### src/rtl/mc_ctrl_fsm.sv
// mc_ctrl_fsm: multi-cycle MIPS control unit with a variable-latency memory
// handshake, a wait-cycle timeout and a sticky error state.
//
// Optional feature: define MC_CTRL_PERF_EN to add the 32-bit retired
// instruction counter output 'instret'.
//
// Parameters:
//   TIMEOUT  max consecutive wait cycles in FETCH/MRD/MWR before ERR (1..255)
//   ALUOP_W  ALUOp width; codes occupy [2:0], upper bits driven 0 (>= 3)
//
// Ports:
//   clk, reset      rising-edge clock, synchronous active-high reset
//   op, funct       instruction opcode / funct from IR
//   Zero            ALU zero flag (branch decision)
//   mem_rdy         memory completes the current access this cycle
//   mem_req         memory access request
//   NPCOp           00 PC+4, 01 branch, 10 jump target, 11 register
//   PCWr, IRWr      PC / IR write enables
//   WDSel           00 ALU, 01 memory, 10 PC+4
//   RegDst          00 rt, 01 rd, 10 $31
//   RegWr           register file write enable
//   ExtOp           1 sign-extend, 0 zero-extend
//   ALUSelB         1 immediate, 0 register
//   ALUOp           000 add, 001 sub, 010 or, 011 slt, 100 lui
//   MemWr           data memory write
//   state_o         current state encoding
//   err             high while in ERR
//   instret         retired instruction count (MC_CTRL_PERF_EN only)

module mc_ctrl_fsm #(
    parameter int unsigned TIMEOUT = 15,
    parameter int unsigned ALUOP_W = 3
) (
    input  logic               clk,
    input  logic               reset,
    input  logic [5:0]         op,
    input  logic [5:0]         funct,
    input  logic               Zero,
    input  logic               mem_rdy,
    output logic               mem_req,
    output logic [1:0]         NPCOp,
    output logic               PCWr,
    output logic               IRWr,
    output logic [1:0]         WDSel,
    output logic [1:0]         RegDst,
    output logic               RegWr,
    output logic               ExtOp,
    output logic               ALUSelB,
    output logic [ALUOP_W-1:0] ALUOp,
    output logic               MemWr,
    output logic [3:0]         state_o,
    output logic               err
`ifdef MC_CTRL_PERF_EN
    ,
    output logic [31:0]        instret
`endif
);

    localparam int unsigned CW = $clog2(TIMEOUT + 1);

    localparam logic [5:0] OP_R     = 6'b000000;
    localparam logic [5:0] OP_LW    = 6'b100011;
    localparam logic [5:0] OP_SW    = 6'b101011;
    localparam logic [5:0] OP_BEQ   = 6'b000100;
    localparam logic [5:0] OP_J     = 6'b000010;
    localparam logic [5:0] OP_JAL   = 6'b000011;
    localparam logic [5:0] OP_ORI   = 6'b001101;
    localparam logic [5:0] OP_LUI   = 6'b001111;
    localparam logic [5:0] OP_ADDIU = 6'b001001;

    localparam logic [5:0] FN_ADDU  = 6'b100001;
    localparam logic [5:0] FN_SUBU  = 6'b100011;
    localparam logic [5:0] FN_SLT   = 6'b101010;
    localparam logic [5:0] FN_JR    = 6'b001000;

    localparam logic [2:0] ALU_ADD  = 3'b000;
    localparam logic [2:0] ALU_SUB  = 3'b001;
    localparam logic [2:0] ALU_OR   = 3'b010;
    localparam logic [2:0] ALU_SLT  = 3'b011;
    localparam logic [2:0] ALU_LUI  = 3'b100;

    typedef enum logic [3:0] {
        FETCH = 4'd0,
        DCD   = 4'd1,
        MA    = 4'd2,
        MRD   = 4'd3,
        MWB   = 4'd4,
        MWR   = 4'd5,
        EXE   = 4'd6,
        ALUWB = 4'd7,
        BR    = 4'd8,
        JMP   = 4'd9,
        ERR   = 4'd10
    } state_t;

    state_t        state, state_n;
    logic [CW-1:0] wait_cnt;
    logic          wait_st;
    logic          timeout_hit;

    // ALU controls for ALU-class instructions, shared by EXE and ALUWB so the
    // operands stay stable through the write-back cycle.
    logic [2:0]    exe_alu;
    logic          exe_selb;
    logic          exe_ext;

    logic [2:0]    alu3;

    assign state_o     = state;
    assign wait_st     = (state == FETCH) || (state == MRD) || (state == MWR);
    assign timeout_hit = wait_st && !mem_rdy && (wait_cnt == CW'(TIMEOUT - 1));

    always_comb begin
        exe_alu  = ALU_ADD;
        exe_selb = 1'b0;
        exe_ext  = 1'b0;
        case (op)
            OP_R: begin
                case (funct)
                    FN_SUBU: exe_alu = ALU_SUB;
                    FN_SLT:  exe_alu = ALU_SLT;
                    default: exe_alu = ALU_ADD;
                endcase
            end
            OP_ORI: begin
                exe_alu  = ALU_OR;
                exe_selb = 1'b1;
            end
            OP_LUI: begin
                exe_alu  = ALU_LUI;
                exe_selb = 1'b1;
            end
            OP_ADDIU: begin
                exe_alu  = ALU_ADD;
                exe_selb = 1'b1;
                exe_ext  = 1'b1;
            end
            default: ;
        endcase
    end

    always_ff @(posedge clk) begin
        if (reset) begin
            state <= FETCH;
        end else begin
            state <= state_n;
        end
    end

    // Counter restarts whenever the state changes, so each memory wait is
    // timed independently.
    always_ff @(posedge clk) begin
        if (reset || (state_n != state)) begin
            wait_cnt <= '0;
        end else if (wait_st && !mem_rdy) begin
            wait_cnt <= wait_cnt + 1'b1;
        end
    end

    always_comb begin
        state_n = state;
        mem_req = 1'b0;
        NPCOp   = 2'b00;
        PCWr    = 1'b0;
        IRWr    = 1'b0;
        WDSel   = 2'b00;
        RegDst  = 2'b00;
        RegWr   = 1'b0;
        ExtOp   = 1'b0;
        ALUSelB = 1'b0;
        alu3    = ALU_ADD;
        MemWr   = 1'b0;
        err     = 1'b0;

        case (state)
            FETCH: begin
                mem_req = 1'b1;
                if (mem_rdy) begin
                    IRWr    = 1'b1;
                    PCWr    = 1'b1;
                    state_n = DCD;
                end else if (timeout_hit) begin
                    state_n = ERR;
                end
            end
            DCD: begin
                case (op)
                    OP_LW, OP_SW:               state_n = MA;
                    OP_ORI, OP_LUI, OP_ADDIU:   state_n = EXE;
                    OP_BEQ:                     state_n = BR;
                    OP_J, OP_JAL:               state_n = JMP;
                    OP_R: begin
                        case (funct)
                            FN_ADDU, FN_SUBU, FN_SLT: state_n = EXE;
                            FN_JR:                    state_n = JMP;
                            default:                  state_n = ERR;
                        endcase
                    end
                    default:                    state_n = ERR;
                endcase
            end
            MA: begin
                ALUSelB = 1'b1;
                ExtOp   = 1'b1;
                alu3    = ALU_ADD;
                state_n = (op == OP_LW) ? MRD : MWR;
            end
            MRD: begin
                mem_req = 1'b1;
                if (mem_rdy) begin
                    state_n = MWB;
                end else if (timeout_hit) begin
                    state_n = ERR;
                end
            end
            MWB: begin
                RegWr   = 1'b1;
                WDSel   = 2'b01;
                RegDst  = 2'b00;
                state_n = FETCH;
            end
            MWR: begin
                mem_req = 1'b1;
                MemWr   = 1'b1;
                if (mem_rdy) begin
                    state_n = FETCH;
                end else if (timeout_hit) begin
                    state_n = ERR;
                end
            end
            EXE: begin
                alu3    = exe_alu;
                ALUSelB = exe_selb;
                ExtOp   = exe_ext;
                state_n = ALUWB;
            end
            ALUWB: begin
                alu3    = exe_alu;
                ALUSelB = exe_selb;
                ExtOp   = exe_ext;
                RegWr   = 1'b1;
                WDSel   = 2'b00;
                RegDst  = (op == OP_R) ? 2'b01 : 2'b00;
                state_n = FETCH;
            end
            BR: begin
                alu3    = ALU_SUB;
                ALUSelB = 1'b0;
                NPCOp   = 2'b01;
                PCWr    = Zero;
                state_n = FETCH;
            end
            JMP: begin
                PCWr = 1'b1;
                case (op)
                    OP_J: NPCOp = 2'b10;
                    OP_JAL: begin
                        NPCOp  = 2'b10;
                        RegWr  = 1'b1;
                        WDSel  = 2'b10;
                        RegDst = 2'b10;
                    end
                    default: NPCOp = 2'b11;
                endcase
                state_n = FETCH;
            end
            ERR: begin
                err = 1'b1;
            end
            default: begin
                state_n = ERR;
            end
        endcase

        // Reset overrides everything so an in-flight access never completes.
        if (reset) begin
            state_n = FETCH;
            mem_req = 1'b0;
            NPCOp   = 2'b00;
            PCWr    = 1'b0;
            IRWr    = 1'b0;
            WDSel   = 2'b00;
            RegDst  = 2'b00;
            RegWr   = 1'b0;
            ExtOp   = 1'b0;
            ALUSelB = 1'b0;
            alu3    = ALU_ADD;
            MemWr   = 1'b0;
            err     = 1'b0;
        end

        ALUOp      = '0;
        ALUOp[2:0] = alu3;
    end

`ifdef MC_CTRL_PERF_EN
    logic retire;

    assign retire = (state_n == FETCH) &&
                    ((state == MWB) || (state == MWR) || (state == ALUWB) ||
                     (state == BR)  || (state == JMP));

    always_ff @(posedge clk) begin
        if (reset) begin
            instret <= '0;
        end else if (retire) begin
            instret <= instret + 32'd1;
        end
    end
`endif

endmodule
### config.mk
export PLATFORM = sky130hd
export DESIGN_NAME = mc_ctrl_fsm
export DESIGN_NICKNAME = d
export VERILOG_FILES = /design/src/rtl/mc_ctrl_fsm.sv
export SDC_FILE = /design/constraint.sdc
export NUM_CORES = 1
export LEC_CHECK = 0
export ABC_AREA = 0
export CAP_MARGIN = 20
export CORE_UTILIZATION = 42
export CTS_CLUSTER_DIAMETER = 100
export DETAILED_ROUTE_END_ITERATION = 7
export PLACE_DENSITY = 0.77
export SYNTH_ARGS = -nofsm -noshare
export SYNTH_HDL_FRONTEND = slang
export SYNTH_SLANG_ARGS = --single-unit
### constraint.sdc
create_clock -name clk -period 1.7 [get_ports clk]
set_input_delay 0.17 -clock clk [delete_from_list [all_inputs] [get_ports clk]]
set_output_delay 0.17 -clock clk [all_outputs]
set_load 0.1 [all_outputs]
==> reports/metrics.json, run 1 <==
{
  "ys.flop_type": {"value": "sky130_fd_sc_hd__dfxtp_1"},
  "synth_area_leader_cell": {"value": "sky130_fd_sc_hd__dfxtp_1"},
  "routabilityCongestion": {"value": 0.885},
  "post_synth_instance_area": {"value": 1130, "unit": "um^2"},
  "chipWidth": {"value": 53.9, "unit": "um"},
  "io_buffers": {"value": 36},
  "initial_core_util": {"value": 45.2, "unit": "%"},
  "synth_cells": {"value": 154},
  "yosysSeqAreaShare": {"value": 14.2, "unit": "%"},
  "synth_enable_flop_cells": {"value": 0},
  "clock_tree.root_cell": {"value": "sky130_fd_sc_hd__clkbuf_4"},
  "ys_ff_latch": {"value": 8},
  "avgSynthCellArea": {"value": 7.34, "unit": "um^2"},
  "synth.top_cells.by_area": {"value": "sky130_fd_sc_hd__dfxtp_1, sky130_fd_sc_hd__nand2_1, sky130_fd_sc_hd__nor2_1"},
  "hpwl": {"value": 3.30, "unit": "mm"},
  "htree_num_levels": {"value": 1},
  "async_sr_flop_fraction": {"value": 0, "unit": "%"},
  "yosysWarningCount": {"value": 0},
  "synth_largest_type_area_fraction": {"value": 14.2, "unit": "%"},
  "synth_cell_type_count": {"value": 60},
  "worst-ep-kind": {"value": "output port"},
  "pin_count_of_the_biggest_net_entering_global_routing": {"value": 17},
  "status": {"value": "did not finish"},
  "syn_nets": {"value": 172},
  "tritoncts_num_sinks": {"value": 8},
  "row_count": {"value": 18},
  "error": {"value": "[ERROR DPL-0038] Utilization greater than 100%, impossible to legalize"},
  "repair-timing-grt-worst-ep": {"value": "ALUOp[0]"},
  "numCtsBuffers": {"value": 3},
  "haltStage": {"value": "5_1_grt"},
  "clockBufferDepth": {"value": 2},
  "die_height": {"value": 53.9, "unit": "um"},
  "num_io_pins": {"value": 37}
}
-- synth_stat cells, types with 3 or more instances --
library cell	count
sky130_fd_sc_hd__nor4_1	9
sky130_fd_sc_hd__o2111ai_1	3
sky130_fd_sc_hd__buf_4	3
sky130_fd_sc_hd__xnor2_1	3
sky130_fd_sc_hd__xor2_1	3
sky130_fd_sc_hd__dfxtp_1	8
sky130_fd_sc_hd__inv_1	5
sky130_fd_sc_hd__nand3_1	5
sky130_fd_sc_hd__a31oi_1	6
sky130_fd_sc_hd__a21oi_1	3
sky130_fd_sc_hd__nor3_1	3
sky130_fd_sc_hd__o21ai_0	5
sky130_fd_sc_hd__and3_1	3
sky130_fd_sc_hd__nand2_1	17
sky130_fd_sc_hd__nand3b_1	3
sky130_fd_sc_hd__nor2b_1	5
sky130_fd_sc_hd__clkbuf_1	4
sky130_fd_sc_hd__nor2_1	15
-- per-stage QoR --
stage	instances	TNS [ps]	hold slack [ps]	cell area [um^2]	setup WS, ps
CTS	260	-528	447	2320	-169
detailed placement	248	-6410	530	2150	-592
global placement	248	-5780	526	2150	-517
floorplan	154	-7470	371	1360	-1020
-- cell families after synthesis --
| logic type | share of synthesized area (%) |
|---|---|
| simple gates | 42.7 |
| xor+xnor | 4.65 |
| compound gates | 26.5 |
| buf+inv | 9.74 |
| flops | 14.2 |
| fa+ha+maj | 2.21 |
-- repair_timing --
action	CTS
pin swaps	18
setup endpoints to repair	20
hold buffers	0
buffers inserted	9
gates resized for setup	40
==> run 2: changes to the inputs <==
CORE_AREA = 2 2 63 65   (was unset)
CORE_UTILIZATION = unset   (was 42)
CTS_CLUSTER_DIAMETER = unset   (was 100)
DIE_AREA = 0 0 65 67   (was unset)
PLACE_DENSITY = unset   (was 0.77)
PLACE_DENSITY_LB_ADDON = 0.15   (was unset)
clock period = 2.21 ns   (was 1.7 ns; I/O delays follow)
==> reports/metrics.json, run 2 <==
{
  "ant_nets": {"value": 0},
  "critical_path.max_stage_delay": {"value": 550, "unit": "ps"},
  "finalSetupTns": {"value": 0, "unit": "ps"},
  "synth.mux.area_fraction": {"value": 0, "unit": "%", "change": "unchanged"},
  "hold_violations": {"value": 0},
  "finalNonFillerCells": {"value": 245},
  "initial_core_util": {"value": 31.3, "unit": "%", "change": "-14 points"},
  "routabilityCongestion": {"value": 0.854, "change": "-3.4%"},
  "synth_xor_xnor_area_share": {"value": 4.65, "unit": "%", "change": "unchanged"},
  "numCtsBuffers": {"value": 3, "change": "unchanged"},
  "multi_input_comb_area": {"value": 996, "unit": "um^2"},
  "path_class": {"value": "input pin to output port"},
  "critical_path_required": {"value": 1990, "unit": "ps"},
  "finish.net_count": {"value": 217},
  "setup_ws_post_layout": {"value": 118, "unit": "ps"},
  "first_pass_grt_wire_length": {"value": 6.18, "unit": "mm"},
  "viasPerCell": {"value": 5.56},
  "yosysWarningCount": {"value": 0, "change": "unchanged"},
  "hpwl": {"value": 2.82, "unit": "mm", "change": "-15%"},
  "timing.critical_path.cells": {"value": "dlygate4sd2_1 -> or4_4 -> nor3_4 -> and4_1 -> o2111ai_2 -> a21oi_4 -> buf_12"},
  "fill_cells": {"value": 332},
  "largest_family_of_logic_cells_by_synthesized_area": {"value": "simple AND/OR/NAND/NOR gates"},
  "synth_simple_gate_area_share": {"value": 42.7, "unit": "%", "change": "unchanged"},
  "layout-drive-gt1-share": {"value": 35.0, "unit": "%"},
  "synth_cells": {"value": 154, "change": "unchanged"},
  "synth_largest_type_area_fraction": {"value": 14.2, "unit": "%", "change": "unchanged"},
  "post-route-util": {"value": 53.4, "unit": "%"},
  "clock_latency": {"value": 230, "unit": "ps"},
  "avgSynthCellArea": {"value": 7.34, "unit": "um^2", "change": "unchanged"},
  "detail_route.drc_violations": {"value": 0},
  "totalWireLength": {"value": 3.51, "unit": "mm"},
  "die_height": {"value": 67, "unit": "um", "change": "+24%"},
  "track_usage": {"value": 17.8, "unit": "%"},
  "synth-adder-area-share": {"value": 2.21, "unit": "%", "change": "unchanged"},
  "final_cell_mix": {"value": "sky130_fd_sc_hd__buf_4, sky130_fd_sc_hd__buf_12, sky130_fd_sc_hd__nand2_1"},
  "final_common_cell": {"value": "sky130_fd_sc_hd__buf_4"},
  "vias": {"value": 1362},
  "hold_path.class": {"value": "input pin to register"},
  "fmax": {"value": 478, "unit": "MHz"},
  "power.density": {"value": 474, "unit": "nW/um^2"},
  "synth.top_cells.by_area": {"value": "sky130_fd_sc_hd__dfxtp_1, sky130_fd_sc_hd__nand2_1, sky130_fd_sc_hd__nor2_1"},
  "synth_area_leader_cell": {"value": "sky130_fd_sc_hd__dfxtp_1"},
  "element_type_at_the_critical_path_end": {"value": "output port"},
  "core_area": {"value": 3610, "unit": "um^2"},
  "yosysSeqAreaShare": {"value": 14.2, "unit": "%", "change": "unchanged"},
  "async_sr_flop_fraction": {"value": 0, "unit": "%", "change": "unchanged"},
  "max_transition_viols_final": {"value": 0},
  "post-layout-total-power": {"value": 0.913, "unit": "mW"},
  "row_count": {"value": 22, "change": "+4"},
  "ys.flop_type": {"value": "sky130_fd_sc_hd__dfxtp_1"},
  "critical_path.slowest_cell": {"value": "sky130_fd_sc_hd__or4_4"},
  "tritoncts_num_sinks": {"value": 8, "change": "unchanged"},
  "pin_count_of_the_biggest_net_entering_global_routing": {"value": 26},
  "globalRouteOverflowTotal": {"value": 0},
  "num_io_pins": {"value": 37, "change": "unchanged"},
  "max_cap_viol_count": {"value": 0},
  "syn_to_final_growth": {"value": 70.5, "unit": "%"},
  "placed_cells": {"value": 241, "change": "-2.8%"},
  "design.die.area": {"value": 4360, "unit": "um^2"},
  "io_buffers": {"value": 36, "change": "unchanged"},
  "drt_pre_antenna_iters": {"value": 4},
  "fin_crit": {"value": 2090, "unit": "ps"},
  "grt_setup_unrepaired": {"value": "no"},
  "chipWidth": {"value": 65, "unit": "um", "change": "+21%"},
  "synth-compound-area-share": {"value": 26.5, "unit": "%", "change": "unchanged"},
  "antennaDiodeCount": {"value": 0},
  "p_leak": {"value": 0.704, "unit": "nW"},
  "ir_worst_vdd": {"value": 0.355, "unit": "mV"},
  "syn_nets": {"value": 172, "change": "unchanged"},
  "hold_ws": {"value": 570, "unit": "ps"},
  "cp.arrival": {"value": 1870, "unit": "ps"},
  "grt_antenna_before_repair": {"value": 0},
  "synth_cell_type_count": {"value": 60, "change": "unchanged"},
  "clock-skew-final": {"value": 4.43, "unit": "ps"},
  "setup_viol": {"value": 0},
  "via_count_of_the_first_global_routing_pass": {"value": 1326},
  "clock_tree.root_cell": {"value": "sky130_fd_sc_hd__clkbuf_8"},
  "clockBufferDepth": {"value": 2, "change": "unchanged"},
  "synth_most_common_cell": {"value": "sky130_fd_sc_hd__nand2_1"},
  "ys_ff_latch": {"value": 8, "change": "unchanged"},
  "htree_num_levels": {"value": 1, "change": "unchanged"},
  "synth.top_cells.by_count": {"value": "sky130_fd_sc_hd__nand2_1, sky130_fd_sc_hd__nor2_1, sky130_fd_sc_hd__nor4_1, sky130_fd_sc_hd__dfxtp_1, sky130_fd_sc_hd__a31oi_1"},
  "tightestPinTransition": {"value": 677, "unit": "ps"},
  "min_period_over_period": {"value": 94.7, "unit": "%"},
  "average_wire_length_per_cell_after_detail_routing": {"value": 14.3, "unit": "um"},
  "clock_input_transition_at_the_sequential_cells_of_the_worst_setup_and_hold_paths": {"value": 40, "unit": "ps"},
  "status": {"value": "finished, final reports clean"},
  "postLayoutCellArea": {"value": 1930, "unit": "um^2"},
  "critical_path.max_fanout": {"value": 2},
  "synth_enable_flop_cells": {"value": 0, "change": "unchanged"},
  "post_synth_instance_area": {"value": 1130, "unit": "um^2", "change": "unchanged"},
  "cts_tree": {"value": "built"},
  "crit_path_start_kind": {"value": "input pin"},
  "timing.slew.headroom": {"value": 54.2, "unit": "%"},
  "dpl_worst_slack": {"value": -128, "unit": "ps", "change": "+464 ps"},
  "drt_iter0_markers": {"value": 66},
  "seq_area": {"value": 175, "unit": "um^2"},
  "detailed_place.area": {"value": 1880, "unit": "um^2", "change": "-13%"}
}
-- run 2: final cells by class --
| class | instances | area share, % |
|---|---|---|
| Tap cell | 48 | 3.12 |
| Sequential cell | 8 | 9.09 |
| Multi-Input combinational cell | 129 | 51.7 |
| Inverter | 5 | 0.974 |
| Timing Repair Buffer | 52 | 33.0 |
| Clock buffer | 3 | 2.14 |
-- run 2: metal layers --
metal | global-route usage [%] | vias up | part of all wire [%]
met5 | 0 | - | 0
met4 | 5.85 | 0 | 1.5
met3 | 2.87 | 6 | 4.8
met2 | 30.5 | 48 | 50
met1 | 22.5 | 634 | 44
li1 | - | 674 | -
-- run 2: critical path, delay by kind of cell --
kind | cells | cell delay (ps)
and+or+nand+nor | 3 | 910
buffers and inverters | 2 | 430
AOI/OAI and AO/OA | 2 | 320
-- run 2: worst paths after layout --
path	from	end	slack, ps	cells past startpoint
worst max-delay path	op[2]	ALUOp[0]	120	7
worst min-delay path	op[4]	state_o[2]	570	4
worst max register to register	state_o[1]	wait_cnt[1]	310	5
worst min register to register	wait_cnt[3]	wait_cnt[3]	570	2
-- run 2: power by group --
part | internal, mW | switching [mW]
combinational | 0.199 | 0.321
sequential | 0.159 | 0.0590
clock | 0.118 | 0.0562
total | 0.476 | 0.436
-- run 2: cell families (layout without fill, tap and decap cells) --
family / after synthesis / count (layout)
simple gates: 83 / 83
compound gates: 38 / 38
fa+ha+maj: 2 / 2
buf+inv: 17 / 60
xor+xnor: 6 / 6
flops: 8 / 8
-- run 2: timing repair --
item | CTS | global route
buffers inserted | 1 | 0
endpoints found under the hold margin | 0 | 0
pin swaps | 4 | 2
cloned | 0 | 0
hold buffers | 0 | 0
resized for setup | 5 | 0
endpoints found under the setup margin | 2 | 1
No activity file was read; power rests on OpenSTA's default activity.
==> run 3: changes to the inputs <==
ABC_AREA = unset   (was 0)
HOLD_SLACK_MARGIN = 0.02   (was unset)
==> results of run 3 <==
No change in the layout: final DEF, timing and power equal those of run 2.
